==> src/rtl/prtc_host_seq.sv <==
// prtc_host_seq: host-side initiator for the C033 (DATA) / C034 (CTL) RTC+BRAM
// register protocol. Expands one host request (BRAM byte read/write, 32-bit
// clock read/write) into the DATA/CTL write, strobe and read-back sequence the
// prtc responder expects, and flushes the responder FSM after every reset.
module prtc_host_seq #(
   parameter int FLUSH_STROBES = 3,
   parameter int STEP_GAP      = 1
) (
   input  logic        CLK_14M,
   input  logic        reset,
   input  logic        cen,
   input  logic        req,
   input  logic [1:0]  op,
   input  logic [7:0]  bram_addr,
   input  logic [31:0] wdata,
   output logic        busy,
   output logic        done,
   output logic [31:0] rdata,
   output logic        rtc_addr,
   output logic [7:0]  rtc_din,
   output logic        rtc_rw,
   output logic        rtc_strobe,
   input  logic [7:0]  rtc_dout
);

   localparam logic [2:0] S_IDLE  = 3'd0;
   localparam logic [2:0] S_FLUSH = 3'd1;
   localparam logic [2:0] S_DWR   = 3'd2;
   localparam logic [2:0] S_CSET  = 3'd3;
   localparam logic [2:0] S_CSTB  = 3'd4;
   localparam logic [2:0] S_GAP   = 3'd5;
   localparam logic [2:0] S_RDA   = 3'd6;
   localparam logic [2:0] S_RDC   = 3'd7;

   // Unit kinds: W = DWR+CSET+CSTB+GAP, S = CSET+CSTB+GAP, R = RDA+RDC
   localparam logic [1:0] U_W = 2'd0;
   localparam logic [1:0] U_S = 2'd1;
   localparam logic [1:0] U_R = 2'd2;

   localparam logic [1:0] OP_BRD = 2'd0;
   localparam logic [1:0] OP_BWR = 2'd1;
   localparam logic [1:0] OP_CRD = 2'd2;

   localparam logic [2:0] FLUSH_LAST = 3'(FLUSH_STROBES - 1);
   localparam logic [2:0] GAP_LAST   = 3'(STEP_GAP - 1);

   // Unit k of byte group n for the given operation: {kind, rd, data byte}.
   function automatic logic [10:0] unit_dec(input logic fl, input logic [1:0] o,
                                            input logic [7:0] a, input logic [31:0] wd,
                                            input logic [1:0] k, input logic [1:0] n);
      logic [1:0] kind;
      logic       rd;
      logic [7:0] b;
      kind = U_W;
      rd   = 1'b0;
      b    = 8'h00;
      if (fl) begin
         // 0x00 matches no command; rd=1 turns any pending transfer into a read
         rd = 1'b1;
      end else begin
         case (o)
            OP_BRD: case (k)
               2'd0:    b = {1'b1, 4'b0111, a[7:5]};
               2'd1:    b = {1'b0, a[4:0], 2'b00};
               2'd2:    begin kind = U_S; rd = 1'b1; end
               default: kind = U_R;
            endcase
            OP_BWR: case (k)
               2'd0:    b = {1'b0, 4'b0111, a[7:5]};
               2'd1:    b = {1'b0, a[4:0], 2'b00};
               default: b = wd[7:0];
            endcase
            OP_CRD: case (k)
               2'd0:    b = {1'b1, 3'b000, n, 2'b01};
               2'd1:    begin kind = U_S; rd = 1'b1; end
               default: kind = U_R;
            endcase
            default: b = (k == 2'd0) ? {1'b0, 3'b000, n, 2'b01} : wd[8*n +: 8];
         endcase
      end
      return {kind, rd, b};
   endfunction

   // Index of the last unit inside one byte group.
   function automatic logic [1:0] last_k(input logic fl, input logic [1:0] o);
      if (fl) return 2'd0;
      case (o)
         OP_BRD:  return 2'd3;
         OP_BWR:  return 2'd2;
         OP_CRD:  return 2'd2;
         default: return 2'd1;
      endcase
   endfunction

   // Index of the last byte group (clock ops walk bytes 0..3).
   function automatic logic [2:0] last_n(input logic fl, input logic [1:0] o);
      if (fl) return FLUSH_LAST;
      return o[1] ? 3'd3 : 3'd0;
   endfunction

   logic [2:0]  state_q, state_d;
   logic [1:0]  k_q, k_d, k_nx;
   logic [2:0]  n_q, n_d, n_nx;
   logic [2:0]  gap_q, gap_d;
   logic        flush_q, flush_d;
   logic        rd_q, rd_d;
   logic [1:0]  op_q, op_d;
   logic [7:0]  addr_q, addr_d;
   logic [31:0] wdata_q, wdata_d;
   logic        busy_q, busy_d;
   logic        done_q, done_d;
   logic [31:0] rdata_q, rdata_d;
   logic        rtc_addr_q, rtc_addr_d;
   logic [7:0]  rtc_din_q, rtc_din_d;
   logic        rtc_rw_q, rtc_rw_d;
   logic        adv, start;
   logic [10:0] u;

   // Next-state: step through primitive steps, advance units/byte groups, accept requests.
   always_comb begin
      state_d    = state_q;
      k_d        = k_q;
      n_d        = n_q;
      gap_d      = gap_q;
      flush_d    = flush_q;
      rd_d       = rd_q;
      op_d       = op_q;
      addr_d     = addr_q;
      wdata_d    = wdata_q;
      busy_d     = busy_q;
      done_d     = 1'b0;
      rdata_d    = rdata_q;
      rtc_addr_d = rtc_addr_q;
      rtc_din_d  = rtc_din_q;
      rtc_rw_d   = rtc_rw_q;
      adv        = 1'b0;
      start      = 1'b0;
      k_nx       = k_q;
      n_nx       = n_q;
      u          = '0;
      case (state_q)
         S_IDLE: begin
            if (req) begin
               op_d    = op;
               addr_d  = bram_addr;
               wdata_d = wdata;
               rdata_d = '0;
               flush_d = 1'b0;
               busy_d  = 1'b1;
               k_nx    = 2'd0;
               n_nx    = 3'd0;
               start   = 1'b1;
            end
         end
         S_FLUSH: begin
            flush_d = 1'b1;
            k_nx    = 2'd0;
            n_nx    = 3'd0;
            start   = 1'b1;
         end
         S_DWR: begin
            state_d    = S_CSET;
            rtc_addr_d = 1'b1;
            rtc_rw_d   = 1'b0;
            rtc_din_d  = {1'b1, rd_q, 6'b0};
         end
         S_CSET: state_d = S_CSTB;
         S_CSTB: begin
            // strobe fires combinationally in the cen cycle; leave right after it
            if (cen) begin
               state_d  = S_GAP;
               rtc_rw_d = 1'b1;
               gap_d    = GAP_LAST;
            end
         end
         S_GAP: begin
            if (gap_q == 3'd0) adv = 1'b1;
            else               gap_d = gap_q - 3'd1;
         end
         S_RDA: state_d = S_RDC;
         default: begin
            rdata_d[8*n_q[1:0] +: 8] = rtc_dout;
            adv = 1'b1;
         end
      endcase

      if (adv) begin
         if (k_q == last_k(flush_q, op_q)) begin
            if (n_q == last_n(flush_q, op_q)) begin
               state_d    = S_IDLE;
               busy_d     = 1'b0;
               done_d     = ~flush_q;
               rtc_addr_d = 1'b0;
               rtc_rw_d   = 1'b1;
            end else begin
               k_nx  = 2'd0;
               n_nx  = n_q + 3'd1;
               start = 1'b1;
            end
         end else begin
            k_nx  = k_q + 2'd1;
            start = 1'b1;
         end
      end

      if (start) begin
         u    = unit_dec(flush_d, op_d, addr_d, wdata_d, k_nx, n_nx[1:0]);
         k_d  = k_nx;
         n_d  = n_nx;
         rd_d = u[8];
         case (u[10:9])
            U_W: begin
               state_d    = S_DWR;
               rtc_addr_d = 1'b0;
               rtc_rw_d   = 1'b0;
               rtc_din_d  = u[7:0];
            end
            U_S: begin
               state_d    = S_CSET;
               rtc_addr_d = 1'b1;
               rtc_rw_d   = 1'b0;
               rtc_din_d  = {1'b1, u[8], 6'b0};
            end
            default: begin
               state_d    = S_RDA;
               rtc_addr_d = 1'b0;
               rtc_rw_d   = 1'b1;
            end
         endcase
      end
   end

   // State and output registers; reset discards any latched request and reruns the flush.
   always_ff @(posedge CLK_14M or posedge reset) begin
      if (reset) begin
         state_q    <= S_FLUSH;
         k_q        <= 2'd0;
         n_q        <= 3'd0;
         gap_q      <= 3'd0;
         flush_q    <= 1'b1;
         rd_q       <= 1'b0;
         op_q       <= 2'd0;
         addr_q     <= 8'h00;
         wdata_q    <= 32'h0;
         busy_q     <= 1'b1;
         done_q     <= 1'b0;
         rdata_q    <= 32'h0;
         rtc_addr_q <= 1'b0;
         rtc_din_q  <= 8'h00;
         rtc_rw_q   <= 1'b1;
      end else begin
         state_q    <= state_d;
         k_q        <= k_d;
         n_q        <= n_d;
         gap_q      <= gap_d;
         flush_q    <= flush_d;
         rd_q       <= rd_d;
         op_q       <= op_d;
         addr_q     <= addr_d;
         wdata_q    <= wdata_d;
         busy_q     <= busy_d;
         done_q     <= done_d;
         rdata_q    <= rdata_d;
         rtc_addr_q <= rtc_addr_d;
         rtc_din_q  <= rtc_din_d;
         rtc_rw_q   <= rtc_rw_d;
      end
   end

   assign busy       = busy_q;
   assign done       = done_q;
   assign rdata      = rdata_q;
   assign rtc_addr   = rtc_addr_q;
   assign rtc_din    = rtc_din_q;
   assign rtc_rw     = rtc_rw_q;
   assign rtc_strobe = (state_q == S_CSTB) & cen;

endmodule

==> config.mk <==
export PLATFORM = sky130hd
export DESIGN_NAME = prtc_host_seq
export DESIGN_NICKNAME = d
export VERILOG_FILES = /design/src/rtl/prtc_host_seq.sv
export SDC_FILE = /design/constraint.sdc
export NUM_CORES = 1
export LEC_CHECK = 0
export ABC_AREA = 1
export CAP_MARGIN = 20
export CORE_UTILIZATION = 50
export DETAILED_ROUTE_END_ITERATION = 7
export PLACE_DENSITY_LB_ADDON = 0.05
export REMOVE_ABC_BUFFERS = 1
export SETUP_SLACK_MARGIN = 0.1
export SLEW_MARGIN = 20
export SYNTH_ARGS = -nofsm -noshare
export SYNTH_HDL_FRONTEND = slang
export SYNTH_SLANG_ARGS = --single-unit
==> constraint.sdc <==
create_clock -name CLK_14M -period 4.9 [get_ports CLK_14M]
set_input_delay 1.225 -clock CLK_14M [delete_from_list [all_inputs] [get_ports CLK_14M]]
set_output_delay 1.225 -clock CLK_14M [all_outputs]
set_load 0.05 [all_outputs]
==> flow_summary.yaml <==
route:
  totalWireLength_um: 11900
  avgRoutedWirePerCell_um: 13.8
  drc: 0
  viasPerCell: 5.07
  ant_nets: 0
  drtPass1Iterations: 5
  vias: 4353
  initialDrtViolationCount: 202
cts:
  htree_levels: 3
  clk_latency_ps: 370
  cts_tree: "done"
  cts_resized: 0
  clk_pin_slew_ps: 80
  ctsHoldBuffers: 0
  cts_buffers: 9
  cts_setup_buffers: 0
  clock-sinks: 99
  cts-root-buf: "clkbuf_8"
  clock_path_buffers: 2
setup_path:
  cp-start-kind: "input pin"
  endpoint_kind: "output pin"
  worstPathMaxFanout: 3
  worstPathArrival_ps: 2790
  path_class: "input pin to output pin"
  cp.required_ps: 3670
pwr:
  pwr_density_cell_nw_per_um2: 676
  ir_drop_mv: 0.284
  leakagePower_nw: 3.00
sta:
  fmax_mhz: 249
  fin_ws_ps: 883
  holdWs_ps: 473
  worstMarginPinSlew_ps: 956
  setup_violations: 0
  tns_ps: 0
  rsz0062_at_grt: "no"
  skew_ps: 10.2
  slew_viol_final: 0
  relSlewSlack_pct: 35.9
  finalHoldViolCount: 0
  min_period_ps: 4020
  period_share_pct: 82.0
finish:
  fin_nets: 782
  n_antenna_cell: 0
  final_util_pct: 65.0
  finalInstanceArea_sq_um: 6350
  nFillCells: 881
  drive_above_1_share_pct: 10.9
  syn2layout_area_growth_pct: 25.8
floorplan:
  core_area_sq_um: 9770
  rows: 36
  die_h_um: 102
  start_util_pct: 51.6
  io_pins: 99
  die_w_um: 102
  dieArea_sq_um: 10500
yosys:
  synth_seq_cells: 99
  ys_top_cells_by_area: "dfrtp_1 47%, nand2_1 16%, o21ai_0 6.1%"
  yosys-top-cells-count: "209 x nand2_1, 95 x dfrtp_1, 62 x inv_1, 62 x o21ai_0, 32 x nand3_1"
  syn-instance-count: 630
  synth-edff-count: 0
  syn_avg_cell_area_sq_um: 8.01
  synth_cell_types: 42
  synth-main-ff-cell: "dfrtp_1"
  yosysSeqAreaShare_pct: 49.2
  netlist_area_sq_um: 5050
  synth-async-reset-ratio_pct: 100
  netlist.area_leader.share_pct: 47.1
  yosysWarnings: 0
  synth_top_area_cell: "dfrtp_1"
  synth_most_common_cell: "nand2_1"
hold_path:
  hold_path_class: "register to register"
global_routing:
  antenna_found_initial: 0
  grt_max_degree: 64
  track_usage_pct: 24.7
  grt_pass1_vias: 4234
  grt-ovfl-total: 0
  grt_pass1_wl_um: 19700
place:
  dp_hpwl_um: 8710
  place_area_sq_um: 6110
  portBuffers: 98
  gp_congestion: 0.890
  pre_cts_slack_ps: 682
status:
  status: "finished clean"
run:
  cap_violations: 0
[critical path, stage by stage]
cell,delay (ps)
clkdlybuf4s50_1,470
nand2_1,70
inv_1,60
nand2_1,70
inv_1,90
clkdlybuf4s50_1,800
[area by class of cell]
cell class              count  area, sq um  area share [%]
multi-input cells         442         2200            34.7
repair buffers            100         1010            15.9
well taps                 133          166            2.62
inverters                  69          260            4.10
clock inverters             4         72.6            1.14
flip-flops and latches     99         2480            39.1
clock buffers              12          155            2.44
[per-stage QoR]
step	power, mW	instances
after global routing	4.66	859
after CTS	4.30	859
after detailed placement	3.70	843
after global placement	3.65	843
after floorplan	3.02	610
final	4.29	859
[sequential cells by signal (all words and copies together) (netlist names)]
signal    cells
rtc_rw        1
wdata_q      32
gap_q         3
n_q           3
k_q           2
rtc_addr      1
op_q          2
rdata        32
rtc_din       8
state_q       3
busy          1
rd_q          1
addr_q        8
flush_q       1
done          1
[power by group]
part	switching [mW]	internal [mW]	total, mW	leakage (nW)
Combinational	1.64	0.776	2.41	1.64
Sequential	0.149	1.14	1.29	1.25
Clock	0.280	0.315	0.595	0.113
Total	2.07	2.23	4.29	3.00
[cell usage in the layout (no fill, tap or decap), types with 4 or more instances in the layout]
master,count
o31ai_1,8
mux2i_1,5
o21ai_1,10
o211ai_1,4
o21ai_0,62
nand2_1,209
inv_1,61
ha_1,7
clkdlybuf4s50_1,98
nor2_1,28
nor2_2,6
dfrtp_1,95
nand3_1,32
or2_2,22
dfstp_2,4
inv_2,6
clkbuf_8,11
nand2_2,10
a21oi_1,11
[final timing paths]
kind,start,endpoint,slack (ps),cells after the start
max,cen,rtc_strobe,880,6
min,addr_q[3],addr_q[3],470,2
max reg2reg,state_q[2],rtc_din[6],1690,12
max in group asynchronous,reset,busy,2850,3
min reg2reg,addr_q[3],addr_q[3],470,2
min in group asynchronous,reset,rdata[6],1240,2
[cells by family (layout without fill, tap and decap cells)]
group | count (synthesis) | after routing | share of synthesized area, %
flip-flops | 99 | 99 | 49.2
adder cells (fa/ha/maj) | 7 | 7 | 1.74
multiplexers | 5 | 5 | 0.992
AO/OA/AOI/OAI | 103 | 103 | 11.8
XOR/XNOR | 1 | 1 | 0.174
AND/OR/NAND/NOR | 326 | 326 | 28.8
buffers and inverters | 89 | 185 | 7.26
[metal layers]
| layer | track usage (%) | wire length, um | share of wire (%) |
|---|---|---|---|
| met1 | 29.6 | 5260 | 44 |
| met2 | 42.9 | 5860 | 49 |
| met3 | 4.79 | 431 | 3.6 |
| met4 | 10.9 | 346 | 2.9 |
| met5 | 0 | 0 | 0 |
(Power assumes the default switching activity.)
